`src/rtl/alu_pkg.sv`:
```
// +--------------------------------------------------------------------+
// | Module   : alu_pkg                                                 |
// | Brief    : Shared opcodes, FSM state encoding and width default    |
// |            for the keypad ALU execution slice.                     |
// | Revision : 1.0                                                     |
// +--------------------------------------------------------------------+
`default_nettype none

package alu_pkg;

   localparam int c_ALU_WIDTH = 16;

   localparam logic [3:0] c_OP_ADD = 4'hA;
   localparam logic [3:0] c_OP_SUB = 4'hB;
   localparam logic [3:0] c_OP_MUL = 4'hC;
   localparam logic [3:0] c_OP_DIV = 4'hD;
   localparam logic [3:0] c_OP_POW = 4'hE;

   typedef enum logic [1:0] {
      ST_IDLE = 2'd0,
      ST_CALC = 2'd1,
      ST_DONE = 2'd2
   } alu_state_t;

endpackage

`default_nettype wire

```
`src/rtl/alu_seq_muldiv.sv`:
```
// +--------------------------------------------------------------------+
// | Module   : alu_seq_muldiv                                          |
// | Brief    : Iterative shift-add multiplier / restoring divider,     |
// |            WIDTH cycles per operation; done/result are valid       |
// |            combinationally during the final iteration cycle.       |
// | Revision : 1.0                                                     |
// +--------------------------------------------------------------------+
`default_nettype none

module alu_seq_muldiv
   import alu_pkg::*;
#(
   parameter int WIDTH = c_ALU_WIDTH
) (
   input  logic             IN_clk,
   input  logic             IN_reset,
   input  logic             start,
   input  logic             mode,      // 0 = multiply, 1 = divide
   input  logic [WIDTH-1:0] a,
   input  logic [WIDTH-1:0] b,
   output logic             done,
   output logic [WIDTH-1:0] result,
   output logic             ovf
);

   localparam int c_CNT_W = (WIDTH > 1) ? $clog2(WIDTH) : 1;

   logic                 r_run;
   logic                 r_mode;
   logic [c_CNT_W-1:0]   r_cnt;
   logic [2*WIDTH-1:0]   r_acc;     // product, or remainder in the low bits
   logic [2*WIDTH-1:0]   r_mcand;
   logic [WIDTH-1:0]     r_opa;     // multiplier, or dividend/quotient
   logic [WIDTH-1:0]     r_opb;     // divisor

   logic [2*WIDTH-1:0]   w_acc_nxt;
   logic [WIDTH:0]       w_rem_sh;
   logic [WIDTH:0]       w_sub;
   logic                 w_neg;
   logic [WIDTH:0]       w_rem_nxt;
   logic [WIDTH-1:0]     w_quo_nxt;
   logic                 w_last;

   assign w_acc_nxt = r_acc + (r_opa[0] ? r_mcand : '0);
   assign w_rem_sh  = {r_acc[WIDTH-1:0], r_opa[WIDTH-1]};
   assign w_neg     = (w_rem_sh < {1'b0, r_opb});
   assign w_sub     = w_rem_sh - {1'b0, r_opb};
   assign w_rem_nxt = w_neg ? w_rem_sh : w_sub;
   assign w_quo_nxt = {r_opa[WIDTH-2:0], ~w_neg};
   assign w_last    = (r_cnt == c_CNT_W'(WIDTH - 1));

   assign done   = r_run & w_last;
   assign result = r_mode ? w_quo_nxt : w_acc_nxt[WIDTH-1:0];
   assign ovf    = ~r_mode & (|w_acc_nxt[2*WIDTH-1:WIDTH]);

   always_ff @(posedge IN_clk or negedge IN_reset) begin
      if (!IN_reset) begin
         r_run   <= 1'b0;
         r_mode  <= 1'b0;
         r_cnt   <= '0;
         r_acc   <= '0;
         r_mcand <= '0;
         r_opa   <= '0;
         r_opb   <= '0;
      end else if (start) begin
         r_run   <= 1'b1;
         r_mode  <= mode;
         r_cnt   <= '0;
         r_acc   <= '0;
         r_mcand <= {{WIDTH{1'b0}}, a};
         r_opa   <= mode ? a : b;
         r_opb   <= b;
      end else if (r_run) begin
         r_cnt <= r_cnt + c_CNT_W'(1);
         if (w_last)
            r_run <= 1'b0;
         if (r_mode) begin
            r_acc <= {{(WIDTH-1){1'b0}}, w_rem_nxt};
            r_opa <= w_quo_nxt;
         end else begin
            r_acc   <= w_acc_nxt;
            r_mcand <= r_mcand << 1;
            r_opa   <= r_opa >> 1;
         end
      end
   end

endmodule

`default_nettype wire

```
`src/rtl/alu_exec.sv`:
```
// +--------------------------------------------------------------------+
// | Module   : alu_exec                                                |
// | Brief    : Keypad ALU execution unit: edge-started add/sub/mul/    |
// |            div (and power when ALU_POW_EN is defined).             |
// | Revision : 1.0                                                     |
// +--------------------------------------------------------------------+
`default_nettype none

module alu_exec
   import alu_pkg::*;
#(
   parameter int WIDTH = c_ALU_WIDTH
) (
   input  logic             IN_clk,
   input  logic             IN_reset,
   input  logic [7:0]       IN_SRCH,
   input  logic [7:0]       IN_SRCL,
   input  logic [7:0]       IN_DSTH,
   input  logic [7:0]       IN_DSTL,
   input  logic [3:0]       IN_ALU_OP,
   input  logic             IN_finish,
   output logic [WIDTH-1:0] OUT_ans,
   output logic             OUT_valid,
   output logic             OUT_busy,
   output logic             OUT_ovf,
   output logic             OUT_err
);

   alu_state_t       r_state, w_state_nxt;
   logic             r_finish_q;
   logic             r_armed;
   logic [WIDTH-1:0] r_src, r_dst;
   logic [3:0]       r_op;
   logic [WIDTH-1:0] r_res;
   logic             r_res_ovf, r_res_err;

   logic [WIDTH-1:0] w_src, w_dst;
   logic             w_start;
   logic             w_md_start, w_md_mode, w_md_done, w_md_ovf;
   logic [WIDTH-1:0] w_md_a, w_md_b, w_md_result;
   logic             w_calc_done;
   logic [WIDTH-1:0] w_res;
   logic             w_ovf, w_err;

`ifdef ALU_POW_EN
   logic [WIDTH-1:0] r_pow_cnt;
   logic             r_pow_ovf;
   logic             w_pow_ovf_nxt, w_pow_last;
`endif

   assign w_src = WIDTH'({IN_SRCH, IN_SRCL});
   assign w_dst = WIDTH'({IN_DSTH, IN_DSTL});
   // r_armed masks the first cycle after reset so a level already high is not taken as an edge
   assign w_start = IN_finish & ~r_finish_q & r_armed;

   alu_seq_muldiv #(.WIDTH(WIDTH)) u_muldiv (
      .IN_clk   (IN_clk),
      .IN_reset (IN_reset),
      .start    (w_md_start),
      .mode     (w_md_mode),
      .a        (w_md_a),
      .b        (w_md_b),
      .done     (w_md_done),
      .result   (w_md_result),
      .ovf      (w_md_ovf)
   );

   always_ff @(posedge IN_clk or negedge IN_reset) begin
      if (!IN_reset) r_state <= ST_IDLE;
      else           r_state <= w_state_nxt;
   end

   always_comb begin
      w_state_nxt = r_state;
      case (r_state)
         ST_IDLE: if (w_start) w_state_nxt = ST_CALC;
         ST_CALC: if (w_calc_done) w_state_nxt = ST_DONE;
         ST_DONE: w_state_nxt = ST_IDLE;
         default: w_state_nxt = ST_IDLE;
      endcase
   end

   always_comb begin
      w_md_start  = 1'b0;
      w_md_mode   = 1'b0;
      w_md_a      = w_src;
      w_md_b      = w_dst;
      w_calc_done = 1'b0;
      w_res       = '0;
      w_ovf       = 1'b0;
      w_err       = 1'b0;
`ifdef ALU_POW_EN
      w_pow_ovf_nxt = r_pow_ovf | w_md_ovf;
      w_pow_last    = w_pow_ovf_nxt | (r_pow_cnt == WIDTH'(1));
`endif
      case (r_state)
         ST_IDLE: begin
            w_md_mode = (IN_ALU_OP == c_OP_DIV);
            if (w_start) begin
               case (IN_ALU_OP)
                  c_OP_MUL: w_md_start = 1'b1;
                  c_OP_DIV: w_md_start = (w_dst != '0);
`ifdef ALU_POW_EN
                  c_OP_POW: begin
                     w_md_start = (w_dst != '0);
                     w_md_a     = WIDTH'(1);
                     w_md_b     = w_src;
                  end
`endif
                  default: w_md_start = 1'b0;
               endcase
            end
         end
         ST_CALC: begin
            case (r_op)
               c_OP_ADD: begin
                  w_calc_done    = 1'b1;
                  {w_ovf, w_res} = {1'b0, r_src} + {1'b0, r_dst};
               end
               c_OP_SUB: begin
                  w_calc_done = 1'b1;
                  w_res       = r_src - r_dst;
                  w_ovf       = (r_src < r_dst);
               end
               c_OP_MUL: begin
                  w_calc_done = w_md_done;
                  w_res       = w_md_result;
                  w_ovf       = w_md_ovf;
               end
               c_OP_DIV: begin
                  if (r_dst == '0) begin
                     w_calc_done = 1'b1;
                     w_res       = '1;
                     w_err       = 1'b1;
                  end else begin
                     w_calc_done = w_md_done;
                     w_res       = w_md_result;
                  end
               end
`ifdef ALU_POW_EN
               c_OP_POW: begin
                  if (r_dst == '0) begin
                     w_calc_done = 1'b1;
                     w_res       = WIDTH'(1);
                  end else begin
                     w_calc_done = w_md_done & w_pow_last;
                     w_res       = w_md_result;
                     w_ovf       = w_pow_ovf_nxt;
                     // chain the next multiply straight off the previous product
                     w_md_start  = w_md_done & ~w_pow_last;
                     w_md_a      = w_md_result;
                     w_md_b      = r_src;
                  end
               end
`endif
               default: begin
                  w_calc_done = 1'b1;
                  w_err       = 1'b1;
               end
            endcase
         end
         default: w_calc_done = 1'b0;
      endcase
   end

   always_ff @(posedge IN_clk or negedge IN_reset) begin
      if (!IN_reset) begin
         r_finish_q <= 1'b0;
         r_armed    <= 1'b0;
         r_src      <= '0;
         r_dst      <= '0;
         r_op       <= '0;
         r_res      <= '0;
         r_res_ovf  <= 1'b0;
         r_res_err  <= 1'b0;
         OUT_ans    <= '0;
         OUT_valid  <= 1'b0;
         OUT_busy   <= 1'b0;
         OUT_ovf    <= 1'b0;
         OUT_err    <= 1'b0;
`ifdef ALU_POW_EN
         r_pow_cnt  <= '0;
         r_pow_ovf  <= 1'b0;
`endif
      end else begin
         r_finish_q <= IN_finish;
         r_armed    <= 1'b1;
         OUT_valid  <= 1'b0;
         case (r_state)
            ST_IDLE: begin
               if (w_start) begin
                  r_src    <= w_src;
                  r_dst    <= w_dst;
                  r_op     <= IN_ALU_OP;
                  OUT_busy <= 1'b1;
`ifdef ALU_POW_EN
                  r_pow_cnt <= w_dst;
                  r_pow_ovf <= 1'b0;
`endif
               end
            end
            ST_CALC: begin
               if (w_calc_done) begin
                  r_res     <= w_res;
                  r_res_ovf <= w_ovf;
                  r_res_err <= w_err;
               end
`ifdef ALU_POW_EN
               if (r_op == c_OP_POW && w_md_done) begin
                  r_pow_ovf <= w_pow_ovf_nxt;
                  r_pow_cnt <= r_pow_cnt - WIDTH'(1);
               end
`endif
            end
            ST_DONE: begin
               OUT_ans   <= r_res;
               OUT_ovf   <= r_res_ovf;
               OUT_err   <= r_res_err;
               OUT_valid <= 1'b1;
               OUT_busy  <= 1'b0;
            end
            default: OUT_valid <= 1'b0;
         endcase
      end
   end

endmodule

`default_nettype wire

```
`config.mk`:
```
export PLATFORM = sky130hd
export DESIGN_NAME = alu_exec
export DESIGN_NICKNAME = d
export VERILOG_FILES = /design/src/rtl/alu_pkg.sv /design/src/rtl/alu_seq_muldiv.sv /design/src/rtl/alu_exec.sv
export SDC_FILE = /design/constraint.sdc
export NUM_CORES = 1
export LEC_CHECK = 0
export CORE_ASPECT_RATIO = 0.75
export CORE_UTILIZATION = 56
export DETAILED_ROUTE_END_ITERATION = 12
export PLACE_DENSITY = 0.78
export SLEW_MARGIN = 20
export SYNTH_ARGS = -nofsm -noshare
export SYNTH_HDL_FRONTEND = slang
export SYNTH_HIERARCHICAL = 1
export SYNTH_SLANG_ARGS = --single-unit
```
`constraint.sdc`:
```
create_clock -name IN_clk -period 3.8 [get_ports IN_clk]
set_input_delay 0.76 -clock IN_clk [delete_from_list [all_inputs] [get_ports IN_clk]]
set_output_delay 0.76 -clock IN_clk [all_outputs]
set_load 0.01 [all_outputs]
```
==> summary.txt <==
Worst setup path
  – CP peak stage delay: 0.40 ns
  – Worst r2r dst: r_res_ovf$_DFFE_PN0P_
  – Crit start category: flop
  – WS Path Type: reg -> reg
  – CP endpoint kind: flop
  – Crit path DAT: 4.18 ns
  – Worst R2R Setup Slack: -0.06 ns
  – Reg-to-Reg Start: u_muldiv/r_opa[0]$_DFFE_PN0P_
  – Crit-path max FO: 15
  – Slowest CP cell: dfrtp_1
  – Most used cell, CP: buf_4
  – Worst Path Required: 4.12 ns
  – Reg2Reg Depth: 20
  – CP Launch Point: u_muldiv/r_opa[0]$_DFFE_PN0P_
  – CP Cell Sequence: buf_6, buf_4, and2_1, ha_1, buf_4, nand2_2, o21ai_0, and3_1, a211oi_1, buf_4, a31oi_2, xor2_2, a2111oi_4, nand4_1, nor4_2, a41oi_2, nand2_1, nand3_1, o21ai_1, a21oi_1
  – Setup crit end: r_res_ovf$_DFFE_PN0P_

Power
  – Clock Power Share: 19.2%
  – Int Pwr: 5.33 mW
  – Switching Fraction: 43.4%
  – VDD IR max: 0.473 mV
  – Psw: 4.08 mW
  – Combinational power share: 51.1%
  – Sequential share of power: 29.7%
  – Pwr dens: 650 nW/um^2
  – Leak pwr: 6.53 nW

STA
  – Final Skew: 0.0133 ns
  – Fmax: 259 MHz
  – Fin. Hold Viols: 0
  – Fin. max-slew vios: 0
  – Slew HR: 32.7%
  – Min Tclk post-route: 3.86 ns
  – Final worst slack: -0.0560 ns
  – Crit share post-route: 101%
  – RSZ-0062 raised after global routing: yes
  – # setup viols final: 1
  – Worst-margin pin slew: 1.01 ns

CTS
  – CTS Buf Count: 17
  – CTS tree: built
  – Clock sink total: 180
  – CTS Buffer Depth: 2
  – Root Driver: clkbuf_16
  – Clk slew on worst S/H paths: 0.07 ns
  – Post-cts hold buffer count: 0
  – Clock Latency Late Sink: 0.45 ns
  – H-tree levels: 4

Layout
  – Most common cell after layout, fill and taps aside: dfrtp_1
  – Most frequent cells in the layout: 180 x dfrtp_1, 154 x nand2_1, 102 x o21ai_0
  – # diodes: 0
  – Final nets: 1589
  – Area Growth Syn to Fin: 18.4%
  – Final core utilization: 68.1%
  – Layout cells sized above 1: 15.6%

Die
  – Io pins: 59
  – Die H: 130 um
  – Die area: 22500 sq um
  – Num rows: 46
  – Die Wd: 173 um
  – Core Box Area: 21300 sq um
  – Effective utilization at floorplan: 57.5%

Synth
  – Synthesized net count: 1492
  – Synth Instances: 1368
  – Share of the synthesized area in the top cell type: 36.8%
  – Post-synth EDFFs: 0
  – Count of warnings emitted by yosys: 6
  – Avg Cell Area, Syn: 8.95 sq um
  – Unique masters post-synth: 83
  – Largest cells by area after synthesis: dfrtp_1 37%, ha_1 8.3%, nand2_1 4.8%
  – Synth area leader: dfrtp_1
  – Most used DFF post-synth: dfrtp_1
  – Post-synthesis async set-or-reset flop share: 100%
  – Sequential fraction of the synthesis area: 36.8%
  – Mapped Area: 12200 sq um
  – Seq cells post-synth: 180

GRT
  – Grt ovf: 0
  – First-pass GRT wire length: 57400 um
  – Vias in the first global route: 10300
  – Antenna violations before repair: 2
  – Overall routing resource usage: 33.6%
  – Largest net degree at the start of global routing: 96

Route
  – Via count: 11000
  – Antenna viol nets, final: 0
  – Via/cell ratio: 6.21
  – Initial DRC Count: 1179
  – WL final: 36800 um
  – Drt pass-1 iters: 5
  – WL/cell: 20.8 um
  – DRC viols: 0

Place
  – Final HPWL DP: 27700 um
  – IO buf count: 58
  – Final GP Congestion: 0.971
  – Pre-CTS WS: -0.224 ns

Job
  – Total of max-cap violations: 0

Outcome
  – Outcome: finished, violations left
  – Violated checks: setup timing

Min path
  – Type of the most critical hold path: in -> async
## metrics by stage
| step | total power [mW] | hold slack, ns | instances | TNS [ns] | area [sq um] |
|---|---|---|---|---|---|
| final | 9.42 | 0.405 | 1766 | -0.0560 | 14500 |
| after global routing | 10.0 | 0.468 | 1766 | -0.287 | 14500 |
| after CTS | 9.25 | 0.433 | 1763 | 0 | 14300 |
| after detailed placement | 7.38 | 0.468 | 1730 | -0.224 | 13700 |
| after global placement | 7.28 | 0.459 | 1730 | -0.132 | 13700 |
| after floorplan | 5.85 | 0.445 | 1368 | 0 | 12200 |
## worst min-delay path by stage
stage                          startpoint  depth (start not counted)                             end  slack [ns]
floorplan           r_res[13]$_DFFE_PN0P_                          2           r_res[13]$_DFFE_PN0P_        0.45
global placement     OUT_busy$_DFFE_PN0P_                          2            OUT_busy$_DFFE_PN0P_        0.46
detailed placement   OUT_busy$_DFFE_PN0P_                          2            OUT_busy$_DFFE_PN0P_        0.47
CTS                              IN_reset                          1  u_muldiv/r_acc[29]$_DFFE_PN0P_        0.43
global route                     IN_reset                          1  u_muldiv/r_acc[25]$_DFFE_PN0P_        0.47
finish                           IN_reset                          1  u_muldiv/r_acc[25]$_DFFE_PN0P_        0.41
## sequential cells by signal, indices dropped and copies added, names as in the netlist
name and cells:
u_muldiv/r_opa 16, r_armed 1, r_op 4, r_finish_q 1, r_res 16, r_state 2, OUT_err 1, r_dst 16
u_muldiv/r_mcand 32, r_src 16, u_muldiv/r_run 1, OUT_valid 1, r_res_ovf 1, u_muldiv/r_acc 32, OUT_ans 16, u_muldiv/r_cnt 4
OUT_busy 1, OUT_ovf 1, u_muldiv/r_mode 1, r_res_err 1, u_muldiv/r_opb 16
## repair_timing
action | CTS | global route
endpoints found under the setup margin | 1 | 2
setup buffers | 1 | 3
resized for setup | 17 | 23
pin swaps | 18 | 15
## per-layer routing
| metal | part of all wire, % | track usage [%] | vias up |
|---|---|---|---|
| met4 | 2.2 | 9.99 | 2 |
| li1 | - | - | 5105 |
| met5 | 0.035 | 0 | - |
| met2 | 41 | 48.1 | 521 |
| met3 | 10 | 9.67 | 55 |
| met1 | 46 | 49.0 | 5281 |
## worst max-delay path, delay by kind of cell, from the launching register on
family	cells	cell delay, ns
AND/OR/NAND/NOR	7	1.10
AO/OA/AOI/OAI	7	1.13
buffers and inverters	4	0.63
flip-flops	1	0.40
XOR/XNOR	1	0.19
adder cells (fa/ha/maj)	1	0.30
## synth_stat cells, types with 4 or more instances
| cell type | number |
|---|---|
| o21ai_0 | 106 |
| xor2_1 | 20 |
| inv_1 | 58 |
| inv_2 | 4 |
| fa_1 | 4 |
| or4_1 | 4 |
| a22o_1 | 29 |
| and3_1 | 10 |
| and2_1 | 35 |
| a21boi_0 | 4 |
| dfrtp_1 | 180 |
| a21o_1 | 21 |
| a31oi_1 | 11 |
| mux2i_1 | 46 |
| nand2_1 | 155 |
| nor4_1 | 10 |
| nor2_1 | 89 |
| a211o_1 | 6 |
| a211oi_1 | 20 |
| o211ai_1 | 14 |
| o21ai_1 | 12 |
| o21a_1 | 9 |
| o31ai_1 | 10 |
| mux2_2 | 44 |
| a21oi_1 | 93 |
| o21bai_1 | 6 |
| buf_1 | 11 |
| a221oi_1 | 6 |
| or3_1 | 7 |
| nor3_1 | 17 |
| nand3_1 | 27 |
| a31o_2 | 6 |
| xnor2_1 | 37 |
| clkbuf_1 | 53 |
| buf_2 | 7 |
| a32o_1 | 6 |
| nand2b_1 | 15 |
| ha_1 | 81 |
| a311oi_1 | 12 |
| nor2b_1 | 16 |
## cells by family after synthesis
family	after synthesis	share of synthesized area (%)
flops	180	36.8
mux	90	7.81
compound gates	412	22.3
simple gates	403	15.6
other cells	1	0.0306
buf+inv	140	4.49
fa+ha+maj	85	8.93
xor+xnor	57	4.08
## cell type report
type	count	area, sq um
clock buffer	17	425
clock inverter	15	160
fill	1719	6800
inverter	65	245
multi-input combinational	1048	7450
sequential	180	4500
tap	288	360
timing repair buffer	153	1350
## power by group through the flow
stage / clock [mW] / sequential, mW / combinational, mW
6_report: 1.81 / 2.80 / 4.81
5_1_grt: 1.91 / 2.85 / 5.24
4_1_cts: 1.83 / 2.77 / 4.65
3_5_place_dp: 0 / 2.80 / 4.58
3_3_place_gp: 0 / 2.79 / 4.50
2_1_floorplan: 0 / 2.69 / 3.16
No activity file was read; power rests on OpenSTA's default activity.
